**src/rtl/commit_trace_arbiter_if.sv**
```systemverilog
// Bundle of the commit-side retirement inputs and the trace-record stream.
// trace stream: a record moves when trace_valid_o && trace_ready_i at a rising clk; head is held stable while valid && !ready.
interface commit_trace_arbiter_if #(
  parameter int VLEN = 64,
  parameter int TS_W = 32
);
  logic                  en_i;
  logic                  clr_i;
  logic [1:0]            commit_valid_i;
  logic [1:0][VLEN-1:0]  commit_pc_i;
  logic [1:0][31:0]      commit_instr_i;
  logic [1:0][63:0]      commit_wdata_i;
  logic                  ex_valid_i;
  logic [63:0]           ex_cause_i;
  logic [63:0]           ex_tval_i;
  logic                  trace_valid_o;
  logic                  trace_ready_i;
  logic [1:0]            trace_kind_o;
  logic [VLEN-1:0]       trace_pc_o;
  logic [31:0]           trace_instr_o;
  logic [63:0]           trace_data_o;
  logic [63:0]           trace_tval_o;
  logic [TS_W-1:0]       trace_ts_o;
  logic [15:0]           drop_cnt_o;
  logic                  overflow_o;

  modport master (
    output en_i, clr_i, commit_valid_i, commit_pc_i, commit_instr_i, commit_wdata_i,
           ex_valid_i, ex_cause_i, ex_tval_i, trace_ready_i,
    input  trace_valid_o, trace_kind_o, trace_pc_o, trace_instr_o, trace_data_o,
           trace_tval_o, trace_ts_o, drop_cnt_o, overflow_o
  );

  modport slave (
    input  en_i, clr_i, commit_valid_i, commit_pc_i, commit_instr_i, commit_wdata_i,
           ex_valid_i, ex_cause_i, ex_tval_i, trace_ready_i,
    output trace_valid_o, trace_kind_o, trace_pc_o, trace_instr_o, trace_data_o,
           trace_tval_o, trace_ts_o, drop_cnt_o, overflow_o
  );
endinterface

```
**src/rtl/commit_trace_arbiter.sv**
```systemverilog
// Serialises up to three retirement events per cycle into a timestamped trace-record FIFO;
// whole cycles that do not fit are dropped and counted so commit never stalls.
module commit_trace_arbiter #(
  parameter int DEPTH = 8,
  parameter int VLEN  = 64,
  parameter int TS_W  = 32
) (
  input  logic                  clk_i,
  input  logic                  rst_ni,
  commit_trace_arbiter_if.slave tr
);
  localparam int PTR_W = $clog2(DEPTH);
  localparam int CNT_W = PTR_W + 1;

  typedef struct packed {
    logic [1:0]      kind;
    logic [VLEN-1:0] pc;
    logic [31:0]     instr;
    logic [63:0]     data;
    logic [63:0]     tval;
    logic [TS_W-1:0] ts;
  } rec_t;

  rec_t             mem [DEPTH];
  logic [PTR_W-1:0] rd_ptr, wr_ptr, a1, a2;
  logic [CNT_W-1:0] count, free;
  logic [TS_W-1:0]  ts;
  logic [15:0]      drop_cnt;
  logic             overflow;
  logic             w0, w1, w2, drop, admit, valid, pop;
  logic [1:0]       n;
  logic [16:0]      drop_sum;
  rec_t             r0, r1, r2, head;

  always_comb begin
    w0       = tr.en_i & tr.commit_valid_i[0];
    w1       = tr.en_i & tr.commit_valid_i[1];
    w2       = tr.en_i & tr.ex_valid_i;
    n        = {1'b0, w0} + {1'b0, w1} + {1'b0, w2};
    // Space is judged before this cycle's pop so admission never depends on the sink.
    free     = CNT_W'(DEPTH) - count;
    drop     = ({{(CNT_W-2){1'b0}}, n} > free);
    admit    = !drop;
    valid    = (count != '0);
    pop      = valid & tr.trace_ready_i;
    a1       = wr_ptr + PTR_W'(w0);
    a2       = wr_ptr + PTR_W'(w0) + PTR_W'(w1);
    drop_sum = {1'b0, drop_cnt} + 17'(n);
    r0       = '{kind: 2'd0, pc: tr.commit_pc_i[0], instr: tr.commit_instr_i[0],
                 data: tr.commit_wdata_i[0], tval: 64'd0, ts: ts};
    r1       = '{kind: 2'd1, pc: tr.commit_pc_i[1], instr: tr.commit_instr_i[1],
                 data: tr.commit_wdata_i[1], tval: 64'd0, ts: ts};
    r2       = '{kind: 2'd2, pc: tr.commit_pc_i[0], instr: 32'd0,
                 data: tr.ex_cause_i, tval: tr.ex_tval_i, ts: ts};
    head     = mem[rd_ptr];
  end

  always_ff @(posedge clk_i) begin
    if (admit) begin
      if (w0) mem[wr_ptr] <= r0;
      if (w1) mem[a1]     <= r1;
      if (w2) mem[a2]     <= r2;
    end
  end

  always_ff @(posedge clk_i or negedge rst_ni) begin
    if (!rst_ni) begin
      rd_ptr   <= '0;
      wr_ptr   <= '0;
      count    <= '0;
      ts       <= '0;
      drop_cnt <= '0;
      overflow <= 1'b0;
    end else begin
      ts <= ts + 1'b1;
      if (admit) wr_ptr <= wr_ptr + PTR_W'(n);
      if (pop)   rd_ptr <= rd_ptr + 1'b1;
      count <= count + (admit ? CNT_W'(n) : '0) - CNT_W'(pop);
      if (tr.clr_i) begin
        drop_cnt <= drop ? 16'(n) : 16'd0;
        overflow <= drop;
      end else if (drop) begin
        drop_cnt <= drop_sum[16] ? 16'hFFFF : drop_sum[15:0];
        overflow <= 1'b1;
      end
    end
  end

  // Data outputs read zero whenever no record is presented.
  assign tr.trace_valid_o = valid;
  assign tr.trace_kind_o  = valid ? head.kind  : '0;
  assign tr.trace_pc_o    = valid ? head.pc    : '0;
  assign tr.trace_instr_o = valid ? head.instr : '0;
  assign tr.trace_data_o  = valid ? head.data  : '0;
  assign tr.trace_tval_o  = valid ? head.tval  : '0;
  assign tr.trace_ts_o    = valid ? head.ts    : '0;
  assign tr.drop_cnt_o    = drop_cnt;
  assign tr.overflow_o    = overflow;
endmodule

```
**src/flat_wrapper.sv**
```systemverilog
// flat-port wrapper written by rule: the top's interface ports become plain ports
module commit_trace_arbiter_flat 
#(
  parameter int DEPTH = 8,
  parameter int VLEN  = 64,
  parameter int TS_W  = 32
)
  (clk_i, rst_ni, tr_en_i, tr_clr_i, tr_commit_valid_i, tr_commit_pc_i, tr_commit_instr_i, tr_commit_wdata_i, tr_ex_valid_i, tr_ex_cause_i, tr_ex_tval_i, tr_trace_ready_i, tr_trace_valid_o, tr_trace_kind_o, tr_trace_pc_o, tr_trace_instr_o, tr_trace_data_o, tr_trace_tval_o, tr_trace_ts_o, tr_drop_cnt_o, tr_overflow_o);
  commit_trace_arbiter_if #(.VLEN(VLEN), .TS_W(TS_W)) tr_i ();
  input  logic clk_i;
  input  logic rst_ni;
  input wire logic [$bits(tr_i.en_i)-1:0] tr_en_i;
  input wire logic [$bits(tr_i.clr_i)-1:0] tr_clr_i;
  input wire logic [$bits(tr_i.commit_valid_i)-1:0] tr_commit_valid_i;
  input wire logic [$bits(tr_i.commit_pc_i)-1:0] tr_commit_pc_i;
  input wire logic [$bits(tr_i.commit_instr_i)-1:0] tr_commit_instr_i;
  input wire logic [$bits(tr_i.commit_wdata_i)-1:0] tr_commit_wdata_i;
  input wire logic [$bits(tr_i.ex_valid_i)-1:0] tr_ex_valid_i;
  input wire logic [$bits(tr_i.ex_cause_i)-1:0] tr_ex_cause_i;
  input wire logic [$bits(tr_i.ex_tval_i)-1:0] tr_ex_tval_i;
  input wire logic [$bits(tr_i.trace_ready_i)-1:0] tr_trace_ready_i;
  output wire logic [$bits(tr_i.trace_valid_o)-1:0] tr_trace_valid_o;
  output wire logic [$bits(tr_i.trace_kind_o)-1:0] tr_trace_kind_o;
  output wire logic [$bits(tr_i.trace_pc_o)-1:0] tr_trace_pc_o;
  output wire logic [$bits(tr_i.trace_instr_o)-1:0] tr_trace_instr_o;
  output wire logic [$bits(tr_i.trace_data_o)-1:0] tr_trace_data_o;
  output wire logic [$bits(tr_i.trace_tval_o)-1:0] tr_trace_tval_o;
  output wire logic [$bits(tr_i.trace_ts_o)-1:0] tr_trace_ts_o;
  output wire logic [$bits(tr_i.drop_cnt_o)-1:0] tr_drop_cnt_o;
  output wire logic [$bits(tr_i.overflow_o)-1:0] tr_overflow_o;
  assign tr_i.en_i = tr_en_i;
  assign tr_i.clr_i = tr_clr_i;
  assign tr_i.commit_valid_i = tr_commit_valid_i;
  assign tr_i.commit_pc_i = tr_commit_pc_i;
  assign tr_i.commit_instr_i = tr_commit_instr_i;
  assign tr_i.commit_wdata_i = tr_commit_wdata_i;
  assign tr_i.ex_valid_i = tr_ex_valid_i;
  assign tr_i.ex_cause_i = tr_ex_cause_i;
  assign tr_i.ex_tval_i = tr_ex_tval_i;
  assign tr_i.trace_ready_i = tr_trace_ready_i;
  assign tr_trace_valid_o = tr_i.trace_valid_o;
  assign tr_trace_kind_o = tr_i.trace_kind_o;
  assign tr_trace_pc_o = tr_i.trace_pc_o;
  assign tr_trace_instr_o = tr_i.trace_instr_o;
  assign tr_trace_data_o = tr_i.trace_data_o;
  assign tr_trace_tval_o = tr_i.trace_tval_o;
  assign tr_trace_ts_o = tr_i.trace_ts_o;
  assign tr_drop_cnt_o = tr_i.drop_cnt_o;
  assign tr_overflow_o = tr_i.overflow_o;
  commit_trace_arbiter #(.DEPTH(DEPTH), .VLEN(VLEN), .TS_W(TS_W)) u_core (.clk_i(clk_i), .rst_ni(rst_ni), .tr(tr_i));
endmodule
```
**config.mk**
```make
export PLATFORM = sky130hd
export DESIGN_NAME = commit_trace_arbiter_flat
export DESIGN_NICKNAME = d
export VERILOG_FILES = /design/src/rtl/commit_trace_arbiter_if.sv /design/src/rtl/commit_trace_arbiter.sv /design/src/flat_wrapper.sv
export SDC_FILE = /design/constraint.sdc
export NUM_CORES = 2
export LEC_CHECK = 0
export ABC_AREA = 1
export CORE_AREA = 2 2 512 769
export CTS_CLUSTER_SIZE = 20
export DETAILED_ROUTE_END_ITERATION = 6
export DIE_AREA = 0 0 514 771
export GPL_ROUTABILITY_DRIVEN = 1
export PLACE_DENSITY = 0.44
export SLEW_MARGIN = 20
export SYNTH_ARGS = -nofsm -noshare
export SYNTH_HDL_FRONTEND = slang
export SYNTH_SLANG_ARGS = --single-unit
```
**constraint.sdc**
```tcl
create_clock -name clk_i -period 9 [get_ports clk_i]
set_input_delay 0.9 -clock clk_i [delete_from_list [all_inputs] [get_ports clk_i]]
set_output_delay 0.9 -clock clk_i [all_outputs]
set_load 0.01 [all_outputs]
```
Yosys cells after proc, flatten, opt, wreduce, memory -nomap -nowiden
Memories as Yosys holds them, arrays and structs flattened. Cells that the tools add are included.

Add/sub/neg operators: 11. Order comparisons: 1. Multiplexer cells: 22. Bitwise gates (word level): 4. Reductions and logical operators: 2.

Operators with widths (number): $mux W64 (3); $mux W32 (2); $mux W16 (3); $add A32 B1 Y32 const B (1); $add A16 B2 Y17 (1); $mux W1 (11); $add A3 B1 Y3 (2); $mux W2 (3); $add A4 B4 Y4 (1); $and A1 B1 Y1 (4); $gt A2 B4 Y1 (1); $reduce_bool A4 Y1 (1); $sub A4 B1 Y4 (1); $sub A4 B4 Y4 const A (1); $add A3 B1 Y3 const B (1); $add A3 B2 Y3 (1); $add A1 B1 Y2 (1); $add A2 B1 Y2 (1); $reduce_bool A2 Y1 (1).

Bits in registers: 59. Bits in writable memories: 2064. Input port bits: 456. Output and inout port bits: 276. Memories: 1.

Memory list: u_core.mem (depth 8, width 258, rd ports 1, clocked after memory_dff 0, wr ports 3, line commit_trace_arbiter.sv:24) `rec_t mem [DEPTH];`.

Depth between registers and ports, before layout
Depth in word-level cells: 7. Mapped depth: 20. Mapped depth without buffers: 16.

Least setup slack after synthesis
OpenSTA, ideal clock, no wires.

Kind: input -> register. Start: input port tr_en_i. End: memory u_core.mem[0][0] in the netlist's numbering (enable). Setup time: 1.765 ns. Arrival: 6.624 ns. Setup slack: 0.611 ns. Stages on the path: 16. Path buffers: 7. Cell sequence: nand2_1 -> inv_1 -> buf_4 -> buf_2 -> buf_2 -> buf_2 -> ha_1 -> ha_1 -> inv_1 -> nand2_1 -> nor2_1 -> nand2_1 -> buf_4 -> buf_6 -> buf_2 -> nand2_1.

RTL lines: from (decl) (line flat_wrapper.sv:12) `input wire logic [$bits(tr_i.en_i)-1:0] tr_en_i;`; to (decl) (line commit_trace_arbiter.sv:24).

Final worst setup path
Start: register u_core.rd_ptr[0]. End: output port tr_trace_data_o[46].

Longest elaborated chain between the ends: 2.

Ends and longest elaborated chain: from (decl) (line commit_trace_arbiter.sv:25) `logic [PTR_W-1:0] rd_ptr, wr_ptr, a1, a2;`; from (signal assigned) (line commit_trace_arbiter.sv:77) `if (pop) rd_ptr <= rd_ptr + 1'b1;`; $mem_v2 Z8 W258; $mux W64 (line commit_trace_arbiter.sv:94) `assign tr.trace_data_o = valid ? head.data : '0;`; to (decl) (line flat_wrapper.sv:26) `output wire logic [$bits(tr_i.trace_data_o)-1:0] tr_trace_data_o;`.

No other way between the ends.

==> flow_summary.ini <==
[placed_design]
dp.cells = 19030
port_buffers = 731
gp_congestion = 0.8197
placedInstanceArea_mm2 = 0.1247
detailed_place_hpwl_mm = 285.1

[die]
core_mm2 = 0.3896
die_y_um = 771
die_x_um = 514
io_pins = 732
initial_core_util = 0.2990
rows = 281
die_area_mm2 = 0.3963

[routing]
postRouteAntennaNets = 0
drt_wl_total_mm = 523.1
wl_met2_mm = 257.7
drtIter0Drc = 9871
drc = 0
wl_met1_mm = 211.6
wire_per_inst_um = 26.84
num_vias = 105400
top_layer = met5
wl_met3_mm = 34.91
dr.pass1.iters = 6
vias_per_cell = 5.407

[final_layout]
stdcell_count = 19490
drive_gt1_frac = 0.04238
area_growth_pct = 13.55
fin_util = 0.3395
fin_area_mm2 = 0.1323
layout.nets = 14660

[timing]
rsz0062_at_grt = no
min_period_ns = 6.201
worst_clock_skew_ns = 0.05109
finalHoldViolCount = 0
fmax_mhz = 161.3
fin_setup_tns_ns = 0
setup-violations-final = 0
relSlewSlack = 0.1737
maxSlewViolCount = 0
post-route-period-util = 0.6889
tightest_slew_ns = 1.239

[global_route]
grt_remaining_overflow = 0
antenna_found_initial = 77
grt_usage = 0.2543
grt_max_degree = 228
grt_pass1_vias = 102300
grt_pass1_wl_mm = 746.9

[power]
seq_power_share = 0.316
ir_drop_v = 0.0002548
p_clk_frac = 0.210
p_total_uw = 46840
power.switching_uw = 20790
p_per_area_mw_per_mm2 = 354.1
combinationalPowerShare = 0.474
swShare = 0.4439
leakage_uw = 0.05355
intPower_uw = 26050

[setup_path]
arrival_ns = 5.30
path_class = register to output pin
start_kind = register
cp.required_ns = 8.10
path_common_cell = o21ai_0
end_kind = output pin
cp_max_fo = 116
crit_chain = inv_8, buf_4, o21ai_0, o22ai_1, o21ai_0, a31oi_1, clkdlybuf4s50_1
crit_family = buffers and inverters
crit_slowest_cell = buf_4
cpPeakStageDelay_ns = 0.84
critPathBufInv = 3

[clock_network]
cts_resized = 0
cts_num_sinks = 2123
clock_path_buffers = 4
clkTransAtPathRegs_ns = 0.07
post_cts_buffers = 0
insertion_delay_ns = 0.94
cts_buffers = 236
ctsRootBufferMaster = clkbuf_16
ctsHoldBuffers = 1
cts_tree = built
htreeDepth = 4

[yosys]
synth_fp_nets = 15090
netlist_instances = 14610
yosysTopAreaCell = edfxtp_1
synthTopCellsByArea = edfxtp_1, nand2_1, nor2_1
yosysUniqueCellTypes = 37
syn_area_per_cell_um2 = 7.971
yosys_warnings = 0
synth_ff_type = edfxtp_1
yosysSeqAreaShare = 0.5214
synth_edf_count = 1792
synth_top_area_frac = 0.4619
ys_async_sr_fraction = 0.02779
mappedNetlistArea_mm2 = 0.1165
synth-seq-cells = 2123
synth_most_common_cell = nand2_1
synth_commonest_cells = nand2_1, nor2_1, edfxtp_1

[run]
maxCapViolations = 0

[outcome]
status = completed

[min_path]
hold_path_class = input port to async pin
per-stage QoR:
stage	worst slack [ns]	hold WS, ns
4_1_cts	2.706	0.3094
2_1_floorplan	0.6113	0.4136
6_report	2.799	0.3953
3_3_place_gp	1.839	0.4272
5_1_grt	2.539	0.3663
3_5_place_dp	1.944	0.4270
power groups by stage:
| stage | logic [uW] | registers, uW | clock network, uW |
|---|---|---|---|
| floorplan | 12200 | 15300 | 0 |
| global placement | 22300 | 15000 | 0 |
| detailed placement | 22300 | 15000 | 0 |
| CTS | 22400 | 14800 | 10000 |
| global route | 23900 | 15000 | 10300 |
| finish | 22200 | 14800 | 9820 |
cells by family (layout without fill, tap and decap cells):
| logic type | count (synthesis) | in the layout | synth area share |
|---|---|---|---|
| AND/OR/NAND/NOR | 8649 | 8649 | 0.3098 |
| other | 0 | 24 | 0 |
| AO/OA/AOI/OAI | 1907 | 1907 | 0.08718 |
| flip-flops | 2123 | 2123 | 0.5214 |
| buffers and inverters | 1876 | 1632 | 0.07628 |
| adder cells (fa/ha/maj) | 22 | 22 | 0.002621 |
| XOR/XNOR | 37 | 37 | 0.002782 |
state kept, by name (all words and copies together), names as in the netlist:
register / cells
u_core.wr_ptr: 3
u_core.rd_ptr: 3
u_core.tr.drop_cnt_o: 16
u_core.ts: 32
u_core.mem: 2064
u_core.tr.overflow_o: 1
u_core.count: 4
layout make-up:
class	count	area, um2
Tap cell	5094	6374
Clock buffer	318	6425
Multi-Input combinational cell	10620	47120
Clock inverter	112	1051
Sequential cell	2123	60740
Inverter	286	1135
Antenna cell	24	60.06
Fill cell	40590	257300
Timing Repair Buffer	916	9364
path summary, 6_finish.rpt:
path	start	endpoint	slack (ns)	depth (start not counted)
worst max-delay path	u_core.rd_ptr[0]$_DFFE_PN0P_	tr_trace_data_o[46]	2.80	7
worst max register to register	u_core.count[0]$_DFF_PN0_	u_core.mem[7][21]$_DFFE_PP_	3.50	13
worst min register to register	u_core.mem[7][257]$_SDFFE_PP1P_	u_core.mem[7][257]$_SDFFE_PP1P_	0.45	2
max in group asynchronous	rst_ni	u_core.rd_ptr[1]$_DFFE_PN0P_	7.50	3
min in group clk_i	u_core.mem[7][257]$_SDFFE_PP1P_	u_core.mem[7][257]$_SDFFE_PP1P_	0.45	2
worst min-delay path	rst_ni	u_core.tr.drop_cnt_o[2]$_DFFE_PN0P_	0.40	2
metal layers:
| layer | GRT usage | vias to the layer above |
|---|---|---|
| met5 | 0 | - |
| met4 | 0.08844 | 72 |
| met3 | 0.04212 | 994 |
| met2 | 0.4434 | 4075 |
| met1 | 0.3156 | 52080 |
| li1 | - | 48150 |
layout by cell type, fill, tap and decap left out, types with 4 or more instances in the layout:
| master | instances |
|---|---|
| a21oi_1 | 140 |
| a31oi_1 | 258 |
| nand4_1 | 775 |
| clkdlybuf4s50_1 | 730 |
| o21ai_0 | 1210 |
| nor2_1 | 2432 |
| nand2_1 | 4528 |
| fa_1 | 4 |
| nand3_4 | 16 |
| nor2_4 | 9 |
| o21ai_1 | 71 |
| clkinv_1 | 41 |
| buf_12 | 51 |
| ha_1 | 18 |
| xor2_1 | 27 |
| nand3b_1 | 131 |
| clkinvlp_4 | 4 |
| nand2_4 | 23 |
| clkbuf_8 | 19 |
| bufinv_16 | 17 |
| nor3_1 | 18 |
| inv_1 | 252 |
| inv_6 | 4 |
| inv_4 | 9 |
| inv_8 | 4 |
| dfrtp_1 | 56 |
| clkbuf_16 | 237 |
| o22ai_1 | 225 |
| inv_2 | 13 |
| buf_4 | 133 |
| nand2_2 | 7 |
| clkbuf_1 | 62 |
| edfxtp_1 | 1792 |
| dfxtp_1 | 272 |
| clkinv_2 | 50 |
| nand3_1 | 704 |
| diode_2 | 24 |
| xnor2_1 | 10 |
No activity file was read; power rests on OpenSTA's default activity.
